===== src/rtl/clock_reset_sequencer.sv =====
// clock_reset_sequencer
//
// Turns the three clock-manager lock indicators into staggered per-domain reset
// releases. The locks are synchronized, must stay all-high for LOCK_STABLE_CYCLES
// consecutive cycles, and then the SRAM, main and second-clock resets drop in that
// order, STAGE_GAP_CYCLES apart. system_ready follows one gap after the last release.
// Any lock drop after the first release re-asserts every reset, sets the sticky
// flags of the dropped locks and bumps a saturating loss counter.
//
// Ports:
//   input_clk        board clock (only clock)
//   reset            synchronous active-high reset, highest priority
//   dcm_locked       main DCM lock (asynchronous)
//   dcm_locked_two   second DCM lock (asynchronous)
//   dcm_locked_sram  SRAM clock lock (asynchronous)
//   clear_flags      one-cycle pulse, clears loss flags and loss counter
//   reset_sram       SRAM domain reset (active high)
//   reset_main       modified_clock domain reset (active high)
//   reset_two        modified_clock_two domain reset (active high)
//   system_ready     all domains released
//   lock_loss_flags  sticky loss flags {sram, two, main}
//   lock_loss_count  saturating loss-event count
//
// Build option: define LOCK_LOSS_COUNTER_EN to include the loss counter;
// otherwise lock_loss_count is tied to 0.

module clock_reset_sequencer #(
    parameter int unsigned LOCK_STABLE_CYCLES = 1024,
    parameter int unsigned STAGE_GAP_CYCLES   = 16
) (
    input  logic       input_clk,
    input  logic       reset,
    input  logic       dcm_locked,
    input  logic       dcm_locked_two,
    input  logic       dcm_locked_sram,
    input  logic       clear_flags,
    output logic       reset_sram,
    output logic       reset_main,
    output logic       reset_two,
    output logic       system_ready,
    output logic [2:0] lock_loss_flags,
    output logic [7:0] lock_loss_count
);

    localparam int unsigned StableW = $clog2(LOCK_STABLE_CYCLES + 1);
    localparam int unsigned GapW    = $clog2(STAGE_GAP_CYCLES + 1);

    // The WAIT_LOCK exit edge already counts as one all-locked sample, so the
    // stable counter only has to cover the remaining LOCK_STABLE_CYCLES-1 samples.
    localparam logic [StableW-1:0] StableLast = StableW'(LOCK_STABLE_CYCLES - 2);
    localparam logic [GapW-1:0]    GapLast    = GapW'(STAGE_GAP_CYCLES - 1);

    typedef enum logic [2:0] {
        StWaitLock,
        StStable,
        StRelSram,
        StRelMain,
        StRelTwo,
        StRun
    } state_e;

    state_e             state_q, state_d;
    logic [StableW-1:0] stable_cnt_q, stable_cnt_d;
    logic [GapW-1:0]    gap_cnt_q, gap_cnt_d;
    logic [2:0]         lock_raw, sync1_q, sync2_q;
    logic               all_locked;
    logic               loss_event;
    logic [2:0]         dropped;
    logic [2:0]         flags_d;

    assign lock_raw   = {dcm_locked_sram, dcm_locked_two, dcm_locked};
    assign all_locked = &sync2_q;
    assign dropped    = ~sync2_q;

    // Two-flop synchronizers for the asynchronous lock inputs.
    always_ff @(posedge input_clk) begin
        if (reset) begin
            sync1_q <= 3'b000;
            sync2_q <= 3'b000;
        end else begin
            sync1_q <= lock_raw;
            sync2_q <= sync1_q;
        end
    end

    always_comb begin
        state_d      = state_q;
        stable_cnt_d = stable_cnt_q;
        gap_cnt_d    = gap_cnt_q;
        loss_event   = 1'b0;
        unique case (state_q)
            StWaitLock: begin
                stable_cnt_d = '0;
                if (all_locked) state_d = StStable;
            end
            StStable: begin
                // A drop here only restarts stabilization; it is not a loss event.
                if (!all_locked) begin
                    state_d = StWaitLock;
                end else if (stable_cnt_q == StableLast) begin
                    state_d = StRelSram;
                end else begin
                    stable_cnt_d = stable_cnt_q + StableW'(1);
                end
            end
            StRelSram, StRelMain, StRelTwo: begin
                if (!all_locked) begin
                    state_d    = StWaitLock;
                    loss_event = 1'b1;
                end else if (gap_cnt_q == GapLast) begin
                    if (state_q == StRelSram) begin
                        state_d = StRelMain;
                    end else if (state_q == StRelMain) begin
                        state_d = StRelTwo;
                    end else begin
                        state_d = StRun;
                    end
                end else begin
                    gap_cnt_d = gap_cnt_q + GapW'(1);
                end
            end
            StRun: begin
                if (!all_locked) begin
                    state_d    = StWaitLock;
                    loss_event = 1'b1;
                end
            end
            default: state_d = StWaitLock;
        endcase
        if (state_d != state_q) begin
            stable_cnt_d = '0;
            gap_cnt_d    = '0;
        end
    end

    // A loss event wins over a coincident clear: flags become exactly the dropped bits.
    always_comb begin
        flags_d = lock_loss_flags;
        if (loss_event) begin
            flags_d = clear_flags ? dropped : (lock_loss_flags | dropped);
        end else if (clear_flags) begin
            flags_d = 3'b000;
        end
    end

    // Outputs are registered from the next state so they change on the same edge
    // as the state transition.
    always_ff @(posedge input_clk) begin
        if (reset) begin
            state_q         <= StWaitLock;
            stable_cnt_q    <= '0;
            gap_cnt_q       <= '0;
            reset_sram      <= 1'b1;
            reset_main      <= 1'b1;
            reset_two       <= 1'b1;
            system_ready    <= 1'b0;
            lock_loss_flags <= 3'b000;
        end else begin
            state_q         <= state_d;
            stable_cnt_q    <= stable_cnt_d;
            gap_cnt_q       <= gap_cnt_d;
            reset_sram      <= !(state_d inside {StRelSram, StRelMain, StRelTwo, StRun});
            reset_main      <= !(state_d inside {StRelMain, StRelTwo, StRun});
            reset_two       <= !(state_d inside {StRelTwo, StRun});
            system_ready    <= (state_d == StRun);
            lock_loss_flags <= flags_d;
        end
    end

`ifdef LOCK_LOSS_COUNTER_EN
    logic [7:0] count_q;

    always_ff @(posedge input_clk) begin
        if (reset) begin
            count_q <= 8'd0;
        end else if (loss_event) begin
            if (clear_flags) begin
                count_q <= 8'd1;
            end else if (count_q != 8'hFF) begin
                count_q <= count_q + 8'd1;
            end
        end else if (clear_flags) begin
            count_q <= 8'd0;
        end
    end

    assign lock_loss_count = count_q;
`else
    assign lock_loss_count = 8'd0;
`endif

endmodule


===== config.mk =====
export PLATFORM = sky130hd
export DESIGN_NAME = clock_reset_sequencer
export DESIGN_NICKNAME = d
export VERILOG_FILES = /design/src/rtl/clock_reset_sequencer.sv
export SDC_FILE = /design/constraint.sdc
export NUM_CORES = 1
export LEC_CHECK = 0
export BUFFER_PORTS_ARGS = -buffer_cell sky130_fd_sc_hd__buf_2
export CORE_ASPECT_RATIO = 0.5
export CORE_MARGIN = 3
export CORE_UTILIZATION = 58
export CTS_CLUSTER_DIAMETER = 120
export DETAILED_ROUTE_END_ITERATION = 6
export GPL_TIMING_DRIVEN = 1
export HOLD_SLACK_MARGIN = 0.05
export PLACE_DENSITY = 0.8
export SYNTH_ARGS = -nofsm -noshare
export SYNTH_HDL_FRONTEND = slang
export SYNTH_SLANG_ARGS = --single-unit

===== constraint.sdc =====
create_clock -name input_clk -period 6.6 [get_ports input_clk]
set_input_delay 0.99 -clock input_clk [delete_from_list [all_inputs] [get_ports input_clk]]
set_output_delay 0.99 -clock input_clk [all_outputs]
set_load 0.02 [all_outputs]

==> summary.txt <==
Outcome
  – Status: finished, final reports clean

Finish
  – Fin util: 68.7%
  – Final Net Count: 220
  – # fillers: 220
  – Seq. cell area: 641 um2
  – Non-filler cells, final: 245
  – Multi-input gate area: 990 um2
  – ANT cells: 0
  – Area grow syn2layout: 8.04%
  – Layout cells sized above 1: 13.5%

Yosys
  – Synth Register Bits: 32
  – Cells after Synth: 198
  – Top-area cell type share of the netlist area: 37.1%
  – Distinct cells, synth: 48
  – Dominant cell type by area after synthesis: dfxtp_1
  – Syn Std Cell Area: 0.00173 mm2
  – Synth Warn #: 0
  – Register area share after synthesis: 37.1%
  – Syn avg cell area: 8.73 um2
  – Post-synth ARST share: 0%
  – Ys flop type: dfxtp_1
  – Number of flops mapped to enable cells by yosys: 0
  – Synth area leaders: dfxtp_1 37%, xnor2_1 6.1%, nor3_1 5.8%

Floorplanning
  – Rows: 13
  – Die X: 83.2 um
  – Initial Utilization: 63.6%
  – Core footprint: 0.00272 mm2
  – Die ar.: 0.00371 mm2
  – I/O Pins: 21
  – Chip Height: 44.6 um

Detailed routing
  – DR pass1 iterations: 4
  – Via count: 1441
  – DR iter-0 viols: 136
  – Drt wl/cell: 14.1 um
  – Detailed-route wire length: 3.47 mm
  – ANT nets after route: 0
  – # DRC: 0
  – Via-to-Cell Ratio: 5.88

Timing
  – Clk_skew: 0.00719 ns
  – Setup TNS: 0 ns
  – Final setup viols: 0
  – RSZ-0062 raised after global routing: no
  – Final critical-path share of the clock period: 37.2%
  – Slew @ Worst Pin: 0.625 ns
  – Final Hold Violating Endpoints: 0
  – Final slew viol count: 0
  – Fmax: 407 MHz
  – Period minus WS final: 2.46 ns
  – Slew Limit Headroom: 58.1%

CTS
  – Longest Clk Path Bufs: 2
  – CTS tree: built
  – Root buf cell: clkbuf_8
  – H-Tree Depth: 2
  – CTS sink cnt: 32
  – Clock transition at the registers of the reported paths: 0.07 ns
  – Num CTS Buffers: 5
  – Quantity of gates resized following cts: 0
  – Postcts setup bufs: 0
  – CTS Hold Buffers Added: 0
  – Clock latency at the later pin of the worst-skew pair: 0.29 ns

Global route
  – Initial antenna violation count: 0
  – Largest net degree at the start of global routing: 19
  – Vias in the first global route: 1229
  – Total grt overflow: 0
  – GRT Overall Usage: 20.4%
  – First-pass GRT wire length: 5.87 mm

Setup path
  – CP arrival: 2.60 ns
  – Crit Path Class: flop to flop
  – CP required: 6.74 ns
  – CP max-delay cell: dfxtp_1
  – Critical Path, Cell by Cell: or3b_4 > nor4_4 > nor4_1 > a211oi_2 > nor3_1
  – Crit end category: flop
  – Critical path's largest stage delay: 0.71 ns
  – CP max FO: 18
  – Startpoint Class: flop

Job
  – Number of max-cap violations: 0

Power and ir drop
  – Power density over cell area: 210 mW/mm2
  – P_leak: 0.656 nW
  – Max VDD drop: 0.171 mV

Place
  – DP Cell Count: 237
  – Detailed Place HPWL: 2.50 mm
  – I/O Buffers: 12
  – Routability cong.: 0.812

Min path
  – HP Class: flop to flop
==> synth_stat cells (4+ instances only) <==
library cell	number
inv_1	6
clkbuf_1	4
nor2_1	10
ha_1	7
nand4_1	4
dfxtp_1	32
nor3_1	20
nand2_1	6
a21oi_1	11
xnor2_1	12
nand3_1	11
o211ai_1	4
a211oi_1	4
buf_4	9
nand2b_1	4
nor2b_1	9
o21ai_0	4
==> critical path: cells and delay by family (launching register included) <==
kind / cells / cell delay (ns)
AOI/OAI and AO/OA: 1 / 0.53
DFF: 1 / 0.71
and+or+nand+nor: 4 / 1.07
==> metrics by stage <==
step | cell area, um2 | hold WS, ns | setup WS [ns] | power (mW)
after floorplan | 1750 | 0.414 | 4.49 | 0.211
after global placement | 1760 | 0.415 | 4.25 | 0.210
after detailed placement | 1760 | 0.431 | 4.18 | 0.210
after CTS | 1870 | 0.445 | 4.16 | 0.393
after global routing | 1870 | 0.454 | 3.95 | 0.403
final | 1870 | 0.435 | 4.14 | 0.391
==> path summary, 6_finish.rpt <==
| path | start | endpoint | slack, ns | cells after the start |
|---|---|---|---|---|
| min | sync1_q[0]$_SDFF_PP0_ | sync2_q[0]$_SDFF_PP0_ | 0.44 | 1 |
| max | state_q[0]$_SDFF_PP0_ | stable_cnt_q[9]$_SDFFE_PP0P_ | 4.14 | 5 |
| max reg2reg | state_q[0]$_SDFF_PP0_ | stable_cnt_q[9]$_SDFFE_PP0P_ | 4.14 | 5 |
| min reg2reg | sync1_q[0]$_SDFF_PP0_ | sync2_q[0]$_SDFF_PP0_ | 0.44 | 1 |
==> layer usage <==
metal | vias to the layer above | global-route usage [%] | part of all wire, %
met5 | - | 0 | 0
met4 | 0 | 8.79 | 1.4
met3 | 6 | 5.58 | 5.8
met2 | 47 | 32.3 | 44
met1 | 673 | 26.8 | 49
li1 | 715 | - | -
==> where the power goes <==
part | internal [mW] | total [mW] | switching, mW
Clock | 0.112 | 0.185 | 0.0735
Sequential | 0.195 | 0.196 | 0.000951
Combinational | 0.00228 | 0.0100 | 0.00777
==> cell type report <==
| cell class | count | area share (%) |
|---|---|---|
| multi-input cells | 150 | 53.0 |
| flip-flops and latches | 32 | 34.3 |
| clock buffers | 6 | 3.89 |
| repair buffers | 12 | 3.22 |
| well taps | 37 | 2.48 |
| clock inverters | 2 | 1.88 |
| inverters | 6 | 1.21 |
==> cell families after synthesis <==
logic type / Yosys count / share of synthesized area, %
other: 1 / 0.217
XOR/XNOR: 12 / 6.08
buffers and inverters: 23 / 7.17
AND/OR/NAND/NOR: 83 / 27.9
multiplexers: 2 / 1.23
AO/OA/AOI/OAI: 38 / 15.3
flip-flops: 32 / 37.1
adder cells (fa/ha/maj): 7 / 5.07
==> state kept, by name, summed over array words and instances (netlist names), 3 cells and up <==
signal and flops:
stable_cnt_q 11, lock_loss_flags 3, sync1_q 3, sync2_q 3
gap_cnt_q 5, state_q 3
==> layout by cell type (no fill, tap or decap), types with 7 or more instances in the layout <==
cell,count
dfxtp_1,32
nor3_1,20
xnor2_1,12
buf_2,12
a21oi_1,11
nand3_1,11
nor2_1,10
nor2b_1,9
conb_1,8
ha_1,7
No activity file was read; power rests on OpenSTA's default activity.
